**config.mk**
```make
export PLATFORM = sky130hd
export DESIGN_NAME = pattern_sequencer
export DESIGN_NICKNAME = d
export VERILOG_FILES = /design/src/rtl/pattern_sequencer.sv
export SDC_FILE = /design/constraint.sdc
export NUM_CORES = 1
export LEC_CHECK = 0
export CAP_MARGIN = 10
export CORE_UTILIZATION = 40
export DETAILED_ROUTE_END_ITERATION = 12
export PLACE_DENSITY = 0.67
export SLEW_MARGIN = 5
export SYNTH_ARGS = -nofsm -noshare
export SYNTH_HDL_FRONTEND = slang
export SYNTH_SLANG_ARGS = --single-unit
```
**constraint.sdc**
```tcl
create_clock -name i_clk -period 2 [get_ports i_clk]
set_input_delay 0.4 -clock i_clk [delete_from_list [all_inputs] [get_ports i_clk]]
set_output_delay 0.4 -clock i_clk [all_outputs]
set_load 0.02 [all_outputs]
```
**src/rtl/pattern_sequencer.sv**
```systemverilog
// Walks a pattern ROM and hands one decoded note/rest event to the channel controller per request.
// LOOP and END control words are resolved here, so only note, rest and end events leave this block.
module pattern_sequencer #(
  parameter int ADDR_WIDTH = 8,
  parameter int START_ADDR = 0
) (
  input  logic                  i_clk,
  input  logic                  i_rst,
  input  logic                  i_enable,
  output logic [ADDR_WIDTH-1:0] o_rom_addr,
  output logic                  o_rom_rd,
  input  logic [15:0]           i_rom_data,
  output logic                  o_valid,
  output logic [5:0]            o_pitch,
  output logic [7:0]            o_duration,
  output logic                  o_rest,
  output logic                  o_done
);

  typedef enum logic [1:0] {IDLE, FETCH, DECODE, DONE} state_t;

  localparam logic [ADDR_WIDTH-1:0] START = ADDR_WIDTH'(START_ADDR);
  localparam logic [1:0] OP_NOTE = 2'b00;
  localparam logic [1:0] OP_REST = 2'b01;
  localparam logic [1:0] OP_LOOP = 2'b10;

  state_t                state;
  logic [ADDR_WIDTH-1:0] pc;
  logic [5:0]            loop_cnt;
  logic [1:0]            ctrl_cnt;

  logic [1:0]            opcode;
  logic [5:0]            field_hi;
  logic [ADDR_WIDTH-1:0] target;

  assign opcode     = i_rom_data[15:14];
  assign field_hi   = i_rom_data[13:8];
  assign target     = i_rom_data[ADDR_WIDTH-1:0];
  assign o_rom_addr = pc;

  always_ff @(posedge i_clk) begin
    if (i_rst) begin
      state      <= IDLE;
      pc         <= START;
      loop_cnt   <= '0;
      ctrl_cnt   <= '0;
      o_rom_rd   <= 1'b0;
      o_valid    <= 1'b0;
      o_pitch    <= '0;
      o_duration <= '0;
      o_rest     <= 1'b0;
      o_done     <= 1'b0;
    end else begin
      o_valid  <= 1'b0;
      o_rom_rd <= 1'b0;
      case (state)
        IDLE: begin
          if (i_enable) begin
            o_rom_rd <= 1'b1;
            state    <= FETCH;
          end
        end
        FETCH: state <= DECODE;
        DECODE: begin
          if (opcode == OP_NOTE || opcode == OP_REST) begin
            o_pitch    <= (opcode == OP_NOTE) ? field_hi : 6'd0;
            o_duration <= i_rom_data[7:0];
            o_rest     <= (opcode == OP_REST);
            o_valid    <= 1'b1;
            pc         <= pc + ADDR_WIDTH'(1);
            ctrl_cnt   <= '0;
            state      <= IDLE;
          end else if (opcode == OP_LOOP && ctrl_cnt != 2'd3) begin
            ctrl_cnt <= ctrl_cnt + 2'd1;
            o_rom_rd <= 1'b1;
            state    <= FETCH;
            if (field_hi == 6'd0) begin
              pc <= target;
            end else if (loop_cnt < field_hi) begin
              loop_cnt <= loop_cnt + 6'd1;
              pc       <= target;
            end else begin
              loop_cnt <= '0;
              pc       <= pc + ADDR_WIDTH'(1);
            end
          end else begin
            // END word, or a fourth consecutive LOOP treated as END; pc holds.
            o_pitch    <= '0;
            o_duration <= '0;
            o_rest     <= 1'b1;
            o_valid    <= 1'b1;
            o_done     <= 1'b1;
            state      <= DONE;
          end
        end
        DONE: begin
          // Answer each request with an end event; o_valid never stays high two cycles.
          if (i_enable && !o_valid) begin
            o_pitch    <= '0;
            o_duration <= '0;
            o_rest     <= 1'b1;
            o_valid    <= 1'b1;
          end
        end
        default: state <= IDLE;
      endcase
    end
  end

endmodule

```
## Word level (Yosys, flattened, before mapping)

Cells that the tools add are included.

- $add $sub $neg: 3
- Multiply operators: 0
- Div/mod/pow operators: 0
- Magnitude comparators: 1
- Equality and inequality tests: 9
- Shift operators: 0
- Mux-type cells: 32
- Bitwise gates (word level): 3
- Reduce and logical (&&, ||, !) cells: 15

Operator list:

| kind | number |
|---|---|
| 2-to-1 mux 8 bit | 7 |
| 2-to-1 mux 6 bit | 5 |
| one-hot mux 8 bit (2 select lines) | 1 |
| one-hot mux 6 bit (2 select lines) | 1 |
| 2-to-1 mux 2 bit | 5 |
| 2-to-1 mux 1 bit | 9 |
| adder 8 x 1 -> 8 bit, second input constant | 1 |
| adder 6 x 1 -> 6 bit, second input constant | 1 |
| == test 2 bit, second input constant | 3 |
| logical NOT 6 bit | 1 |
| less-than comparator 6 bit | 1 |
| != test 2 bit, second input constant | 3 |
| one-hot mux 1 bit (2 select lines) | 3 |
| one-hot mux 2 bit (3 select lines) | 1 |
| AND reduction 3 bit | 2 |
| == test 2 x 1 -> 1 bit, second input constant | 2 |
| logical NOT 2 bit | 2 |
| AND reduction 2 bit | 2 |
| AND reduction 4 bit | 1 |
| nonzero test 2 bit | 2 |
| != test 3 bit, second input constant | 1 |
| NOT 1 bit | 3 |
| nonzero test 3 bit | 1 |
| adder 2 x 1 -> 2 bit, second input constant | 1 |
| other kinds (3) | 4 |

- Register bits: 36
- Bits in latches: 0
- Memory bits (writable): 0
- Bits in read-only memories: 0
- Input port bits: 19
- Output and inout bits: 26
- Logic and storage cells: 73
- Memories kept: 0

## Logic depth before layout (Yosys ltp)

Gate-level depths: netlist of run 1.

- Word-level depth: 5
- Mapped depth: 9
- Mapped depth without buffers: 7

## Worst setup path before layout of run 1

OpenSTA, ideal clock, no wires.

- Path type: input -> register
- Start: input i_rom_data[13]
- End: register pc[3] (netlist: o_rom_addr[3])
- Library setup time: 0.130 ns
- Arrival time: 1.644 ns
- Data required time: 1.870 ns
- Slack: 0.226 ns
- Stages on the path: 8
- Buffers on the path: 1
- Cells stage by stage: inv_1 > ha_1 > a21oi_1 > o221ai_4 > a21bo_1 > buf_6 > mux2i_1 > o32ai_1

- Word-level cells in the longest chain between the ends: 5
- Elaborated cells on any way between the ends: 6
- Those cells by class: 1 x order compare; 4 x mux; 1 x reduce/logical

RTL lines:

| element | line | RTL |
|---|---|---|
| start, declared | 12 | `input logic [15:0] i_rom_data,` |
| less-than comparator 6 bit | 79 | `end else if (loop_cnt < field_hi) begin` |
| 2-to-1 mux 8 bit | 79 |  |
| 2-to-1 mux 8 bit (*) | 77 | `if (field_hi == 6'd0) begin` |
| 2-to-1 mux 8 bit (*) | 73 | `end else if (opcode == OP_LOOP && ctrl_cnt != 2'd3) begin` |
| 2-to-1 mux 8 bit (*) | 65 | `if (opcode == OP_NOTE \|\| opcode == OP_REST) begin` |
| end signal, assigned | 70 | `pc <= pc + ADDR_WIDTH'(1);` |
| end signal, assigned | 78 | `pc <= target;` |
| end signal, assigned | 81 | `pc <= target;` |
| end, declared | 28 | `logic [ADDR_WIDTH-1:0] pc;` |

Every way passes the cells marked *; elsewhere a longest branch is shown, timed or not. The select of a mux whose other input is x is not followed.
A chain may end at the register's enable or synchronous reset.

## Final worst setup path of run 1

- Start: register loop_cnt[3]
- End: register pc[1] (netlist: o_rom_addr[1])

- Word-level cells in the longest chain between the ends: 5

RTL lines:

| element | line | RTL |
|---|---|---|
| start, declared | 29 | `logic [5:0] loop_cnt;` |
| start signal, assigned | 80 | `loop_cnt <= loop_cnt + 6'd1;` |
| less-than comparator 6 bit | 79 |  |
| 2-to-1 mux 8 bit | 79 |  |
| 2-to-1 mux 8 bit | 77 |  |
| 2-to-1 mux 8 bit | 73 |  |
| 2-to-1 mux 8 bit | 65 |  |

No other way between the ends. The select of a mux whose other input is x is not followed.

==> results of run 1 <==
[what timing repair did]
| action | in CTS | in global routing |
|---|---|---|
| gates cloned | 0 | 1 |
| buffers inserted | 1 | 0 |
| gates resized for setup | 9 | 4 |
| pin swaps | 4 | 6 |
| endpoints found under the hold margin | 0 | 0 |
| endpoints found under the setup margin | 7 | 8 |
[final timing paths]
| check | start | to | slack [ns] |
|---|---|---|---|
| max | loop_cnt[3] | o_rom_addr[1] | 0.21 |
| min | o_duration[4] | o_duration[4] | 0.45 |
| max reg2reg | loop_cnt[3] | o_rom_addr[1] | 0.21 |
| min reg2reg | o_duration[4] | o_duration[4] | 0.45 |
[sequential cells by signal (all words and copies together), names as in the netlist]
name,cells
o_pitch,6
o_valid,1
ctrl_cnt,2
o_rest,1
o_rom_rd,1
loop_cnt,6
o_done,1
o_rom_addr,8
state,2
o_duration,8
[worst reg2reg max path, cell delays in order, from the launching register on]
cell	delay, ns
sky130_fd_sc_hd__dfxtp_1	0.45
sky130_fd_sc_hd__ha_4	0.24
sky130_fd_sc_hd__a21oi_1	0.22
sky130_fd_sc_hd__o221ai_4	0.17
sky130_fd_sc_hd__buf_6	0.15
sky130_fd_sc_hd__buf_4	0.13
sky130_fd_sc_hd__mux2i_1	0.14
sky130_fd_sc_hd__o21ai_1	0.07
sky130_fd_sc_hd__nor3_1	0.15
[metal layers]
metal  up-vias  share of wire [%]  routed length (µm)
li1        915                  -                   -
met4         0                1.3                  61
met2        47                 43                1970
met1       801                 51                2310
met5         -                  0                   0
met3         6                5.0                 231
[kinds of logic after synthesis]
family	count (synthesis)
xor gates and xnor gates	5
AOI/OAI and AO/OA	47
buffers and inverters	23
and+or+nand+nor	92
muxes	9
DFF	36
adders and majority gates	13
[synthesized netlist by cell type, types with 2 or more instances]
cell	number
sky130_fd_sc_hd__dfxtp_1	36
sky130_fd_sc_hd__clkbuf_1	3
sky130_fd_sc_hd__buf_2	4
sky130_fd_sc_hd__nor3_1	3
sky130_fd_sc_hd__a31oi_1	2
sky130_fd_sc_hd__and2_1	2
sky130_fd_sc_hd__nand4_1	3
sky130_fd_sc_hd__or3_1	3
sky130_fd_sc_hd__nand3_1	18
sky130_fd_sc_hd__ha_1	13
sky130_fd_sc_hd__inv_1	13
sky130_fd_sc_hd__a21oi_1	27
sky130_fd_sc_hd__and3_1	2
sky130_fd_sc_hd__nand2_1	24
sky130_fd_sc_hd__mux2i_1	9
sky130_fd_sc_hd__o32ai_1	5
sky130_fd_sc_hd__nor2_1	27
sky130_fd_sc_hd__xor2_1	4
sky130_fd_sc_hd__nor2b_1	2
sky130_fd_sc_hd__o21ai_0	2
sky130_fd_sc_hd__o21ai_1	3
sky130_fd_sc_hd__nand2b_1	3
[report_power, final]
| group | internal (mW) | switching, mW | leakage [nW] | total, mW |
|---|---|---|---|---|
| Combinational | 0.122 | 0.125 | 0.721 | 0.246 |
| Clock | 0.281 | 0.249 | 0.0455 | 0.530 |
| Sequential | 0.734 | 0.0148 | 0.291 | 0.749 |
[layout make-up]
cell class | count | area, µm² | share of cell area (%)
tap | 52 | 65.1 | 2.46
timing repair buffer | 69 | 633 | 24.0
multi-input combinational | 167 | 1070 | 40.7
sequential | 36 | 721 | 27.3
inverter | 15 | 56.3 | 2.13
clock buffer | 8 | 90.1 | 3.41
==> flow_summary.toml, run 1 <==
[status]
run_status = "complete, no violations"

[run]
drv_cap = 0

[die]
starting_utilization_of_the_core_area_pct = 42.2
rows = 24
core_area_um2 = 4380
die_y_um = 70.0
chipWidth_um = 70.0
die_area_um2 = 4900
num_ports = 45

[setup_path]
timing.setup.critical_path_class = "flip-flop to flip-flop"
cpLargestDelayFamily = "compound AO/OA/AOI/OAI gates"
worstSetupPathDepth = 8
critical_path_cell_sequence = "ha_4 > a21oi_1 > o221ai_4 > buf_6 > buf_4 > mux2i_1 > o21ai_1 > nor3_1"
crit_arrival_ns = 2.01
worst_r2r_path_depth = 8
cpMaxStageDelayCell = "sky130_fd_sc_hd__dfxtp_1"
path_buf_inv = 2
slowest_delay_ns = 0.45
worstPathMaxFanout = 4
critical_path.endpoint_type = "flip-flop"
cp-start-kind = "flip-flop"
worst-endpoint-required_ns = 2.22

[cts]
cts_htree_levels = 2
clock_tree_from_tritoncts = "done"
root_buffer = "sky130_fd_sc_hd__clkbuf_8"
clk_pin_slew_worst_setup_hold_paths_ns = 0.07
cts_buffer_depth = 2
postCtsHoldBufs = 0
numCtsBuffers = 5
clk_latency_ns = 0.29
cts.sinks = 36

[timing]
setup_viol = 0
max_slew.worst_pin.slew_ns = 0.273
finalWorstPathRequiredPeriod_ns = 1.79
timing.final.crit_share_pct = 89.5
setup_repair_after_global_routing_missed_its_margin = "no"
fin_setup_tns_ns = 0
max-slew-margin-rel_pct = 81.8
finalMaxSlewViolations = 0
final_hold_viol_count = 0
postLayoutSetupSlackWorst_ns = 0.210
finalHoldWorstSlack_ns = 0.451
finalClockSkew_ns = 0.00659
fmax_mhz = 559

[grt]
grt_util_met2_pct = 30.4
globalRoute.busiestLayer = "met2"
grt_util_all_layers_pct = 19.2
grt_start_max_net_pins = 25
globalRoute.totalOverflow = 0
gr-usage-met3_pct = 5.19
grt_pass1_vias = 1672
met1_track_usage_gr_pct = 25.0
grt_pass1_wl_mm = 7.52
initial_antenna_violation_count = 0

[route]
remaining_number_of_nets_flagged_by_the_antenna_check_after_routing = 0
initialDrtViolationCount = 107
wl_per_cell_um = 13.2
via_count = 1769
routed_wl_mm = 4.58
via_per_inst = 5.10
post-route-drc-count = 0
firstDrtPassIters = 5

[synthesis]
synth_top_family_by_area = "simple AND/OR/NAND/NOR gates"
synth-compound-area-share_pct = 16.2
ys_async_sr_fraction_pct = 0
synth_sequential_area_ratio_pct = 39.0
syn_nets = 257
ys_seq_elements = 36
synth_largest_area_cell = "sky130_fd_sc_hd__dfxtp_1"
synth_simple_gate_area_share_pct = 23.4
unique_cell_type_count_in_the_yosys_netlist = 39
synthesis.instances = 225
post_synth.cell_area_avg_um2 = 8.22
most_used_flip_flop_cell_after_synthesis = "sky130_fd_sc_hd__dfxtp_1"
netlist_top_cells_area = "sky130_fd_sc_hd__dfxtp_1, sky130_fd_sc_hd__ha_1, sky130_fd_sc_hd__a21oi_1, sky130_fd_sc_hd__nor2_1, sky130_fd_sc_hd__mux2i_1"
synth_adder_area_share_pct = 8.80
synth_xor_area_share_pct = 2.37
top_area_cell_type_share_of_the_netlist_area_pct = 39.0
synthMuxAreaShare_pct = 4.87
mappedNetlistArea_um2 = 1850
synth_enable_flop_cells = 0
synth.yosys.warnings = 0

[power]
fin_total_pwr_mw = 1.52
vdd_ir_drop_max_mv = 0.314
power.leakage_nw = 1.06
cellPowerDensity_nw_per_um2 = 578

[finish]
antenna-diode-count = 0
utilization_pct = 60.2
flow.area_growth_from_synthesis_pct = 42.8
layout.cells.most_common_list = "sky130_fd_sc_hd__clkdlybuf4s50_1, sky130_fd_sc_hd__dfxtp_1, sky130_fd_sc_hd__a21oi_1, sky130_fd_sc_hd__nor2_1"
design_area_um2 = 2640
final_common_cell = "sky130_fd_sc_hd__clkdlybuf4s50_1"
nFillCells = 411
drive_above_1_share_pct = 14.9
layoutNonFillerInstCount = 347
final_nets = 326

[place]
placed_cell_area_um2 = 2490
pre_cts_ws_ns = -0.496
numPortBuffers = 44
place.detailed.instances = 337
detailed_place_hpwl_mm = 3.35
gp_routability_congestion = 0.749

[worst_hold_path]
holdCritPathClass = "flip-flop to flip-flop"
holdPathStages = 2
(Power assumes the default switching activity.)
==> run 2, diff against run 1 <==
clock period = 1.7 ns   (was 2 ns; I/O delays follow)
==> flow_summary.toml, run 2 (synthesis results as in run 1) <==
[status]
run_status = "complete, but fails checks"
failed_checks = "setup timing"

[power]
internal_power_mw = 1.31
fin_total_pwr_mw = 1.77
cellPowerDensity_nw_per_um2 = 624
power.sequential.fraction_pct = 49.5
power.leakage_nw = 1.14
switchingPower_mw = 0.456
clock_power_share_pct = 31.5
switching_share_pct = 25.7
power.combinational.fraction_pct = 19.0
vdd_ir_drop_max_mv = 0.348

[route]
via_count = 1824
wl_per_cell_um = 13.2
wirelength_met1_mm = 2.14
post-route-drc-count = 0
via_per_inst = 5.08
top_layer = "met4"
initialDrtViolationCount = 113
firstDrtPassIters = 4
wl_met3_um = 232
met2WireLength_mm = 2.29
routed_wl_mm = 4.74
remaining_number_of_nets_flagged_by_the_antenna_check_after_routing = 0

[grt]
initial_antenna_violation_count = 0
grt_util_all_layers_pct = 20.8
grt_pass1_wl_mm = 8.03
grt_pass1_vias = 1807
grt_start_max_net_pins = 17
globalRoute.totalOverflow = 0

[cts]
clock_tree_from_tritoncts = "done"
root_buffer = "sky130_fd_sc_hd__clkbuf_8"
cts_buffer_depth = 2
cts_htree_levels = 2
numCtsBuffers = 5
clk_pin_slew_worst_setup_hold_paths_ns = 0.07
postCtsHoldBufs = 0
clk_latency_ns = 0.28
cts.sinks = 36

[timing]
timing.final.crit_share_pct = 107
finalMaxSlewViolations = 0
setup_viol = 8
setup_repair_after_global_routing_missed_its_margin = "yes"
max_slew.worst_pin.slew_ns = 0.250
finalClockSkew_ns = 0.00394
fmax_mhz = 548
finalWorstPathRequiredPeriod_ns = 1.82
postLayoutSetupSlackWorst_ns = -0.124
max-slew-margin-rel_pct = 83.2
final_hold_viol_count = 0

[die]
num_ports = 45
starting_utilization_of_the_core_area_pct = 42.2
die_area_um2 = 4900
die_y_um = 70.0
chipWidth_um = 70.0
core_area_um2 = 4380
rows = 24

[setup_path]
cpLargestDelayFamily = "simple AND/OR/NAND/NOR gates"
timing.rr.start = "loop_cnt[4]"
worst-endpoint-required_ns = 1.91
slowest_delay_ns = 0.36
worst_r2r_path_depth = 7
crit_arrival_ns = 2.03
worstPathMaxFanout = 3
destination_of_the_worst_register_to_register_timing_path = "o_rom_addr[0]"
path_buf_inv = 1
cp-startpoint = "loop_cnt[4]"
cpMaxStageDelayCell = "sky130_fd_sc_hd__dfxtp_4"
timing.reg2reg.setup_slack_ns = -0.12
critical_path.endpoint_type = "flip-flop"
critical_path_cell_sequence = "ha_4 > nand4_1 > o221ai_4 > buf_6 > a21boi_4 > or3_1 > a31oi_1"
timing.setup.critical_path_class = "flip-flop to flip-flop"
cp-start-kind = "flip-flop"

[worst_hold_path]
timing.hold.worst_endpoint = "o_duration[2]"
holdCritPathClass = "flip-flop to flip-flop"
min-delay-start = "o_duration[2]"
holdPathStages = 2

[finish]
layout.cells.most_common_list = "sky130_fd_sc_hd__clkdlybuf4s50_1, sky130_fd_sc_hd__buf_4, sky130_fd_sc_hd__dfxtp_1"
utilization_pct = 64.7
antenna-diode-count = 0
drive_above_1_share_pct = 22.8
final_common_cell = "sky130_fd_sc_hd__clkdlybuf4s50_1"
flow.area_growth_from_synthesis_pct = 53.3
final_nets = 339

[place]
gp_routability_congestion = 0.852
detailed_place_hpwl_mm = 3.43
numPortBuffers = 44

[run]
drv_cap = 0
==> run 2: cell types whose count changed in the layout (fill, tap and decap cells not counted), moves of 2 or more <==
cell and delta:
sky130_fd_sc_hd__ha_4 +2, sky130_fd_sc_hd__a21oi_2 +3, sky130_fd_sc_hd__buf_12 +3, sky130_fd_sc_hd__dlymetal6s2s_1 -2, sky130_fd_sc_hd__buf_4 +10, sky130_fd_sc_hd__dfxtp_2 +3, sky130_fd_sc_hd__dlygate4sd2_1 +5, sky130_fd_sc_hd__a21oi_1 -3
sky130_fd_sc_hd__clkdlybuf4s50_1 -4, sky130_fd_sc_hd__dfxtp_1 -4, sky130_fd_sc_hd__ha_1 -3
==> run 2: repair_timing <==
item	in CTS	in global routing
buffers inserted	1	1
gates resized for setup	23	8
pin swaps	10	6
cloned	1	0
setup endpoints to repair	17	17
==> run 2: power groups by stage <==
| stage | Sequential (mW) | Clock, mW | Combinational, mW |
|---|---|---|---|
| 6_report | 0.876 | 0.557 | 0.337 |
| 5_1_grt | 0.878 | 0.618 | 0.370 |
| 4_1_cts | 0.878 | 0.583 | 0.330 |
| 3_5_place_dp | 0.897 | 0 | 0.319 |
| 3_3_place_gp | 0.896 | 0 | 0.316 |
| 2_1_floorplan | 0.913 | 0 | 0.134 |
==> run 2: worst reg2reg max path, cell delays in order, from the launching register on <==
cell and delay [ns]:
sky130_fd_sc_hd__dfxtp_4 0.36, sky130_fd_sc_hd__ha_4 0.26, sky130_fd_sc_hd__nand4_1 0.15, sky130_fd_sc_hd__o221ai_4 0.26, sky130_fd_sc_hd__buf_6 0.15, sky130_fd_sc_hd__a21boi_4 0.05, sky130_fd_sc_hd__or3_1 0.34, sky130_fd_sc_hd__a31oi_1 0.18
==> run 2: routing by layer <==
layer | GRT usage [%] | vias to the layer above
met4 | 8.44 | 0
met2 | 34.9 | 55
met3 | 4.76 | 6
met5 | 0 | -
met1 | 25.5 | 823
li1 | - | 940
==> run 2: cell type report <==
class / count / area, µm²
multi-input combinational: 166 / 1120
clock inverter: 1 / 5.00
timing repair buffer: 83 / 785
fill: 381 / 1550
tap: 52 / 65.1
clock buffer: 6 / 72.6
inverter: 15 / 56.3
sequential: 36 / 728
==> run 2: worst max-delay path by stage <==
stage	endpoint	slack (ns)	cells past startpoint
final	o_rom_addr[0]	-0.12	7
after global routing	o_rom_addr[0]	-0.18	7
after CTS	o_rom_addr[0]	-0.07	8
after detailed placement	o_rom_addr[0]	-0.65	9
after global placement	o_rom_addr[0]	-0.54	9
after floorplan	o_rom_addr[3]	0.0005	8
==> run 2: through the flow <==
stage                     instance area [µm²]  setup WS, ns  hold slack (ns)  std cells  TNS, ns
after global routing                     2840        -0.184            0.476        359    -1.05
after detailed placement                 2660        -0.645            0.445        350    -7.64
after global placement                   2660        -0.540            0.441        350    -6.84
after floorplan                          1880      0.000458            0.459        225        0
after CTS                                2810       -0.0721            0.457        359   -0.256
final                                    2840        -0.124            0.454        359   -0.533
==> run 3, diff against run 2 <==
CTS_CLUSTER_DIAMETER = 60   (was default)
==> results of run 3 <==
No change in the layout: final DEF, timing and power equal those of run 2.
